[config.mk]
export PLATFORM = sky130hd
export DESIGN_NAME = dm_store_queue
export DESIGN_NICKNAME = d
export VERILOG_FILES = /design/src/rtl/dm_store_queue.sv
export SDC_FILE = /design/constraint.sdc
export NUM_CORES = 1
export LEC_CHECK = 0
export BUFFER_PORTS_ARGS = -buffer_cell sky130_fd_sc_hd__buf_2
export CORE_MARGIN = 2
export CORE_UTILIZATION = 50
export CTS_CLUSTER_DIAMETER = 50
export DETAILED_ROUTE_END_ITERATION = 8
export GPL_TIMING_DRIVEN = 0
export PLACE_DENSITY = 0.74
export SYNTH_ARGS = -nofsm -noshare
export SYNTH_HDL_FRONTEND = slang
export SYNTH_SLANG_ARGS = --single-unit
export TNS_END_PERCENT = 100
[constraint.sdc]
create_clock -name clk -period 5.7 [get_ports clk]
set_clock_uncertainty 0.15 [all_clocks]
set_input_delay 0.57 -clock clk [delete_from_list [all_inputs] [get_ports clk]]
set_output_delay 0.57 -clock clk [all_outputs]
set_load 0.01 [all_outputs]
[src/rtl/dm_store_queue.sv]
// rtl/dm_store_queue.sv - in-order word store queue sharing the data memory port with loads
//
// Buffers up to DEPTH word stores from the MEM stage. The queue drains them in order into a
// single-port, word-granular data memory whenever no load needs the port. It also flags loads
// whose word address hits a queued store, so the pipeline can stall until that store has drained.
//
// Ports:
//   clk          rising-edge clock
//   reset        asynchronous active-low reset; clears the queue immediately
//   st_valid     store request; accepted when st_ready is high
//   st_addr      store byte address (bits [1:0] ignored)
//   st_data      full store word
//   st_pc        PC of the store, carried to dm_pc for write logging
//   st_ready     queue has a free entry
//   ld_valid     a load wants the memory port this cycle
//   ld_addr      load byte address
//   ld_conflict  load word address matches a queued store
//   dm_we        memory write enable (a store drains this cycle)
//   dm_addr      memory address: head store while draining, otherwise ld_addr
//   dm_wd        memory write data (head entry)
//   dm_pc        PC of the head entry
//   count        number of valid entries (registered)
//   empty        count == 0
module dm_store_queue #(
    parameter int DEPTH = 4,
    parameter int CW    = $clog2(DEPTH + 1)
) (
    input  logic          clk,
    input  logic          reset,
    input  logic          st_valid,
    input  logic [31:0]   st_addr,
    input  logic [31:0]   st_data,
    input  logic [31:0]   st_pc,
    output logic          st_ready,
    input  logic          ld_valid,
    input  logic [31:0]   ld_addr,
    output logic          ld_conflict,
    output logic          dm_we,
    output logic [31:0]   dm_addr,
    output logic [31:0]   dm_wd,
    output logic [31:0]   dm_pc,
    output logic [CW-1:0] count,
    output logic          empty
);

    localparam int PW = (DEPTH > 1) ? $clog2(DEPTH) : 1;

    logic [29:0]    q_addr [DEPTH];
    logic [31:0]    q_data [DEPTH];
    logic [31:0]    q_pc   [DEPTH];
    logic [PW-1:0]  head;
    logic [PW-1:0]  tail;

    logic [DEPTH-1:0] valid_vec;
    logic [DEPTH-1:0] match_vec;
    logic [PW-1:0]    offset;
    logic             push;
    logic             drain;

    // Byte-offset bits of a store address carry no information for a word memory.
    logic unused_st_lsb;
    assign unused_st_lsb = ^st_addr[1:0];

    // An entry is live when its distance from head (mod DEPTH) is below count, so stale
    // slots left behind by earlier pops can never produce a false conflict.
    always_comb begin
        valid_vec = '0;
        match_vec = '0;
        offset    = '0;
        for (int i = 0; i < DEPTH; i++) begin
            offset       = PW'(i) - head;
            valid_vec[i] = ({{(CW-PW){1'b0}}, offset} < count);
            match_vec[i] = valid_vec[i] && (q_addr[i] == ld_addr[31:2]);
        end
    end

    assign empty       = (count == '0);
    assign st_ready    = (count != CW'(DEPTH));
    assign ld_conflict = ld_valid && (|match_vec);
    assign push        = st_valid && st_ready;

    // A conflicting load gives the port to the queue; a non-conflicting load takes it.
    // Either way the oldest store eventually drains, so a stalled load always makes progress.
    assign drain   = !empty && (!ld_valid || ld_conflict);
    assign dm_we   = drain;
    assign dm_addr = drain ? {q_addr[head], 2'b00} : ld_addr;
    assign dm_wd   = q_data[head];
    assign dm_pc   = q_pc[head];

    always_ff @(posedge clk or negedge reset) begin
        if (!reset) begin
            head  <= '0;
            tail  <= '0;
            count <= '0;
            for (int i = 0; i < DEPTH; i++) begin
                q_addr[i] <= '0;
                q_data[i] <= '0;
                q_pc[i]   <= '0;
            end
        end else begin
            if (push) begin
                q_addr[tail] <= st_addr[31:2];
                q_data[tail] <= st_data;
                q_pc[tail]   <= st_pc;
                tail         <= tail + 1'b1;
            end
            if (drain) begin
                head <= head + 1'b1;
            end
            case ({push, drain})
                2'b10:   count <= count + 1'b1;
                2'b01:   count <= count - 1'b1;
                default: count <= count;
            endcase
        end
    end

endmodule

Yosys cells after proc, flatten, opt, wreduce, memory -nomap -nowiden

Index checks and enable logic that the tools add are counted.

$add $sub $neg: 8
Order comparisons: 7
Equal/unequal tests: 7
Mux-type cells: 18
Bitwise gates (word level): 2
Reductions and logical operators: 14

Operators with widths:

| operator                                                                     | number |
|---|---|
| 128-bit bitwise mux                                                          | 2 |
| 32-bit 2-to-1 mux                                                            | 6 |
| 32-bit binary-select mux with 2-bit select                                   | 2 |
| 120-bit bitwise mux                                                          | 1 |
| 30-bit equality test                                                         | 4 |
| 30-bit 2-to-1 mux                                                            | 3 |
| 32-bit demux with 2-bit select                                               | 1 |
| 30-bit binary-select mux with 2-bit select                                   | 1 |
| 30-bit demux with 2-bit select                                               | 1 |
| 2-bit by 3-bit less-than comparator with 1-bit output                        | 4 |
| 1-bit logical AND                                                            | 8 |
| 3-bit >= comparator, second input constant                                   | 2 |
| 2-bit NOT with 3-bit output                                                  | 2 |
| 3-bit one-hot mux with 2 select lines                                        | 1 |
| 2-bit by 1-bit adder with 2-bit output, second input constant                | 2 |
| 4-bit OR reduction                                                           | 1 |
| 1-bit by 2-bit subtractor with 2-bit output, first input constant            | 2 |
| 2-bit subtractor, first input constant                                       | 2 |
| 3-bit by 1-bit adder with 3-bit output, second input constant                | 1 |
| 3-bit zero test                                                              | 1 |
| 3-bit by 1-bit less-than comparator with 1-bit output, second input constant | 1 |
| 3-bit inequality test, second input constant                                 | 1 |
| 3-bit by 1-bit subtractor with 3-bit output, second input constant           | 1 |
| 2-bit by 1-bit equality test with 1-bit output, second input constant        | 1 |
| 4 further kinds                                                              | 5 |

Bits in registers: 383
Output and inout bits: 103
Word-level logic and storage cells: 71

Logic depth before layout (Yosys ltp)

Depth in word-level cells: 9
Depth in mapped cells: 18
Depth with buffers taken out: 14

Least setup slack after synthesis

Ideal clock, no wire load.

Path kind: register to register
Start point: reg head[0]
End point: reg count[2]
Setup time: 0.079 ns
Arrival: 3.776 ns
Data required time: 5.471 ns
Path slack: 1.695 ns
Stages on the path, launching flop included: 19
Buffers on the path: 4
Cell sequence: dfrtp_1 buf_2 buf_6 buf_1 xnor2_1 inv_1 ha_1 inv_1 o2111ai_1 a2111oi_1 nor4_2 a21oi_4 buf_12 ha_1 inv_1 fa_1 xor2_1 nor2_1 xor2_1

Word-level cells in the longest chain between the ends: 9
Elaborated cells on any way between the ends: 20

RTL lines:

| what                                                                                         | line | source |
|---|---|---|
| from (decl)                                                                                  | 51   | `logic [PW-1:0] head;` |
| from (signal assigned)                                                                       | 108  | `head <= head + 1'b1;` |
| 1-bit by 2-bit subtractor with 2-bit output / 2-bit subtractor (equally long branches)       | 71   | `offset = PW'(i) - head;` |
| 2-bit by 3-bit less-than comparator with 1-bit output                                        | 72   | `valid_vec[i] = ({{(CW-PW){1'b0}}, offset} < count);` |
| 1-bit logical AND                                                                            | 73   | `match_vec[i] = valid_vec[i] && (q_addr[i] == ld_addr[31:2]);` |
| 4-bit OR reduction (*)                                                                       | 79   | `assign ld_conflict = ld_valid && (\|match_vec);` |
| 1-bit logical AND (*)                                                                        | 79   |  |
| 1-bit logical OR (*)                                                                         | 84   | `assign drain = !empty && (!ld_valid \|\| ld_conflict);` |
| 1-bit logical AND (*)                                                                        | 84   |  |
| named net dm_we                                                                              | 38   | `output logic dm_we,` |
| 2-bit by 1-bit equality test with 1-bit output / 2-bit equality test (equally long branches) | 110  | `case ({push, drain})` |
| 3-bit one-hot mux with 2 select lines / 2-bit nonzero test (equally long branches)           | n/a  |  |
| to (signal assigned)                                                                         | 111  | `2'b10: count <= count + 1'b1;` |
| to (signal assigned)                                                                         | 112  | `2'b01: count <= count - 1'b1;` |
| to (signal assigned)                                                                         | 113  | `default: count <= count;` |
| to (decl)                                                                                    | 42   | `output logic [CW-1:0] count,` |

The timed path passes the listed nets; every way through them passes the cells marked *.
A chain may end at the register's enable or synchronous reset.

Worst setup path in the final report

Start point: reg head[1]
End point: out dm_addr[30]

Word-level cells in the longest chain between the ends: 8
Elaborated cells on any way between the ends: 21

RTL lines:

| what                                                                                   | line | source |
|---|---|---|
| 1-bit by 2-bit subtractor with 2-bit output / 2-bit subtractor (equally long branches) | 71   |  |
| 2-bit by 3-bit less-than comparator with 1-bit output                                  | 72   |  |
| 1-bit logical AND                                                                      | 73   |  |
| 4-bit OR reduction                                                                     | 79   |  |
| 1-bit logical AND                                                                      | 79   |  |
| 1-bit logical OR                                                                       | 84   |  |
| 1-bit logical AND                                                                      | 84   |  |
| 32-bit 2-to-1 mux (*)                                                                  | 86   | `assign dm_addr = drain ? {q_addr[head], 2'b00} : ld_addr;` |
| to (decl)                                                                              | 39   | `output logic [31:0] dm_addr,` |

Every way passes the cells marked *; elsewhere a longest branch is shown, timed or not. The select of a mux whose other input is x is not followed.

==> summary.txt <==
most frequent cell after synthesis = dfrtp_1
Synth Cell Area = 0.0189 mm^2
maximum vdd drop = 0.325 mV
number of global-route vias before repair = 11,700
Most used DFF post-synth = dfrtp_1
post-route minimum period = 5.25 ns
worst r2r src = head[1]$_DFFE_PN0N_
H-tree levels = 2
nets = 1,590
Sequential Area = 0.00958 mm^2
clk buf depth = 3
Fmax = 0.191 GHz
First-pass DRT Iterations = 4
fin area = 0.0221 mm^2
Die ar. = 0.0393 mm^2
max-slew violations = 0
Setup crit end kind = output pin
Initial DRC Count = 448
vias per inst = 5.59
cts hold-fix bufs = 1
Synth area leaders = dfrtp_1 51%, mux2_2 23%, mux4_2 8.8%
Post-DP HPWL = 32.5 mm
outcome = finished, final reports clean
WL final = 45.8 mm
hold_sp = st_addr[22]
FF+latch count, synth = 383
drt wl/cell = 23.0 um
dpl cell area = 0.0206 mm^2
Gate Count Post-Synth = 1,195
first-pass GRT wire length = 69.3 mm
Antenna Violating Nets Remaining = 0
Tcrit/Tclk final = 0.920
post_cts resized = 0
num ports = 235
Setup crit start = head[1]$_DFFE_PN0N_
Core ar. = 0.0374 mm^2
Post-Syn Area per Cell = 15.8 um^2
class of the worst hold path = in2reg
sequential share of the synthesized area = 0.508
initial antenna violation count = 9
die width = 198 um
number of synthesis warnings = 0
leakage power = 9.74 nW
total global-route track usage = 0.237
largest net degree at the start of global routing = 109
worst setup margin = 0.454 ns
PwrDens = 637 mW/mm^2
worst skew pair latency = 0.56 ns
final hold vios = 0
fillcell total = 2,919
Initial Util = 0.504
CP Data Arrival Time = 4.53 ns
pre-CTS setup slack = 0.942 ns
Die Y = 198 um
DR vias = 11,100
clk slew on worst S/H paths = 0.06 ns
DRC = 0
multi-input logic area = 0.00856 mm^2
Critical Path RT = 4.98 ns
CTS root buf = clkbuf_16
Setup CP Type = reg2out
CTS buffer count = 45
relative slew slack = 0.294
PortBufs = 202
Unique masters post-synth = 35
Slew @ Worst Pin = 1.06 ns
total clock sinks = 383
type of origin of the critical path = flip-flop
fraction of registers with async set/reset = 1.00
Layout area overhead = 17.3%
Crit Path Max Fanout = 11
GP Congestion = 0.909
Yosys top cell area share = 0.508
final setup vio count = 0
# rows = 71
Setup Fix Bufs, Post-CTS = 0
unrepaired setup endpoints after global routing = false
fraction of layout cells with a size suffix above 1 = 0.553
Max-Cap Viols = 0
CTS tree = done
Congestion Overflow GR = 0
Synth top cells by count = 383 x dfrtp_1, 380 x mux2_2, 110 x xor2_1, 74 x mux4_2, 42 x clkbuf_1
number of synthesized flops with an enable pin = 0
area leader, netlist = dfrtp_1
syn nets = 1,337
==> worst max-delay path: stages (launching register included) <==
cell and delay, ns:
dfrtp_1 0.35, clkbuf_1 0.36, clkbuf_8 0.29, clkbuf_1 0.58, xnor2_1 0.24, inv_1 0.07
ha_1 0.18, inv_1 0.05, o2111ai_1 0.10, a2111oi_1 0.46, nor4_2 0.16, a21oi_4 0.44
buf_12 0.21, mux2_4 0.33, buf_2 0.14
==> sequential cells by signal, summed over array words and instances (netlist names) <==
register	count
tail	2
q_pc	128
q_addr	120
q_data	128
head	2
count	3
==> area by class of cell <==
class,count,area share
tap,511,0.0289
inverter,14,0.00237
multi-input combinational,701,0.387
buffer,97,0.0299
clock inverter,15,0.0112
timing repair buffer,206,0.0503
clock buffer,61,0.0572
antenna,2,0.000226
sequential,383,0.433
==> cells by family after synthesis <==
logic type / synth area share
flops: 0.508
mux: 0.364
fa+ha+maj: 0.00703
compound gates: 0.00683
xor+xnor: 0.0590
simple gates: 0.0174
buf+inv: 0.0378
==> layer usage <==
| metal | wire [um] | GRT usage |
|---|---|---|
| met1 | 19200 | 0.308 |
| met2 | 21900 | 0.380 |
| met3 | 3130 | 0.0644 |
| met4 | 1450 | 0.0922 |
| met5 | 76 | 0 |
==> where the power goes <==
part | internal [W] | switching, W
Clock | 0.00182 | 0.00113
Combinational | 0.00341 | 0.00276
Sequential | 0.00413 | 0.000857
==> cells in the final DEF (no fill, tap or decap), types with 3 or more instances in the layout <==
cell type	instances
bufinv_16	6
clkbuf_16	45
nand2_1	6
o2111ai_1	4
buf_6	23
xor2_1	110
dfrtp_1	383
ha_1	9
nor4_2	7
buf_4	7
xnor2_1	17
mux4_2	74
mux4_1	18
clkbuf_8	11
buf_16	3
buf_1	4
nand3_1	5
inv_1	14
buf_12	3
mux2_2	380
clkbuf_1	50
buf_2	216
nand4_1	4
nor3_1	5
mux2_4	26
nor4_1	18
clkinv_2	3
==> final timing paths <==
check | endpoint | slack, ns | depth (start not counted)
min reg2reg | q_pc[42]$_DFFE_PN0P_ | 0.35 | 1
min | q_addr[80]$_DFFE_PN0P_ | 0.13 | 2
max in group asynchronous | q_data[17]$_DFFE_PN0P_ | 3.42 | 4
max | dm_addr[30] | 0.45 | 14
min in group asynchronous | q_pc[122]$_DFFE_PN0P_ | 0.48 | 2
max reg2reg | count[2]$_DFFE_PN0P_ | 0.94 | 18
==> stage by stage <==
stage / hold slack (ns) / TNS [ns] / cells / power, W / util
finish: 0.133 / 0 / 1990 / 0.0141 / 0.592
global route: 0.118 / 0 / 1989 / 0.0149 / 0.592
CTS: 0.105 / 0 / 1988 / 0.0142 / 0.592
detailed placement: 0.338 / 0 / 1911 / 0.0112 / 0.551
global placement: 0.332 / -1357.95 / 1908 / 0.0110 / 0.548
floorplan: 0.124 / 0 / 1195 / 0.00916 / -
No activity file was read; power rests on OpenSTA's default activity.
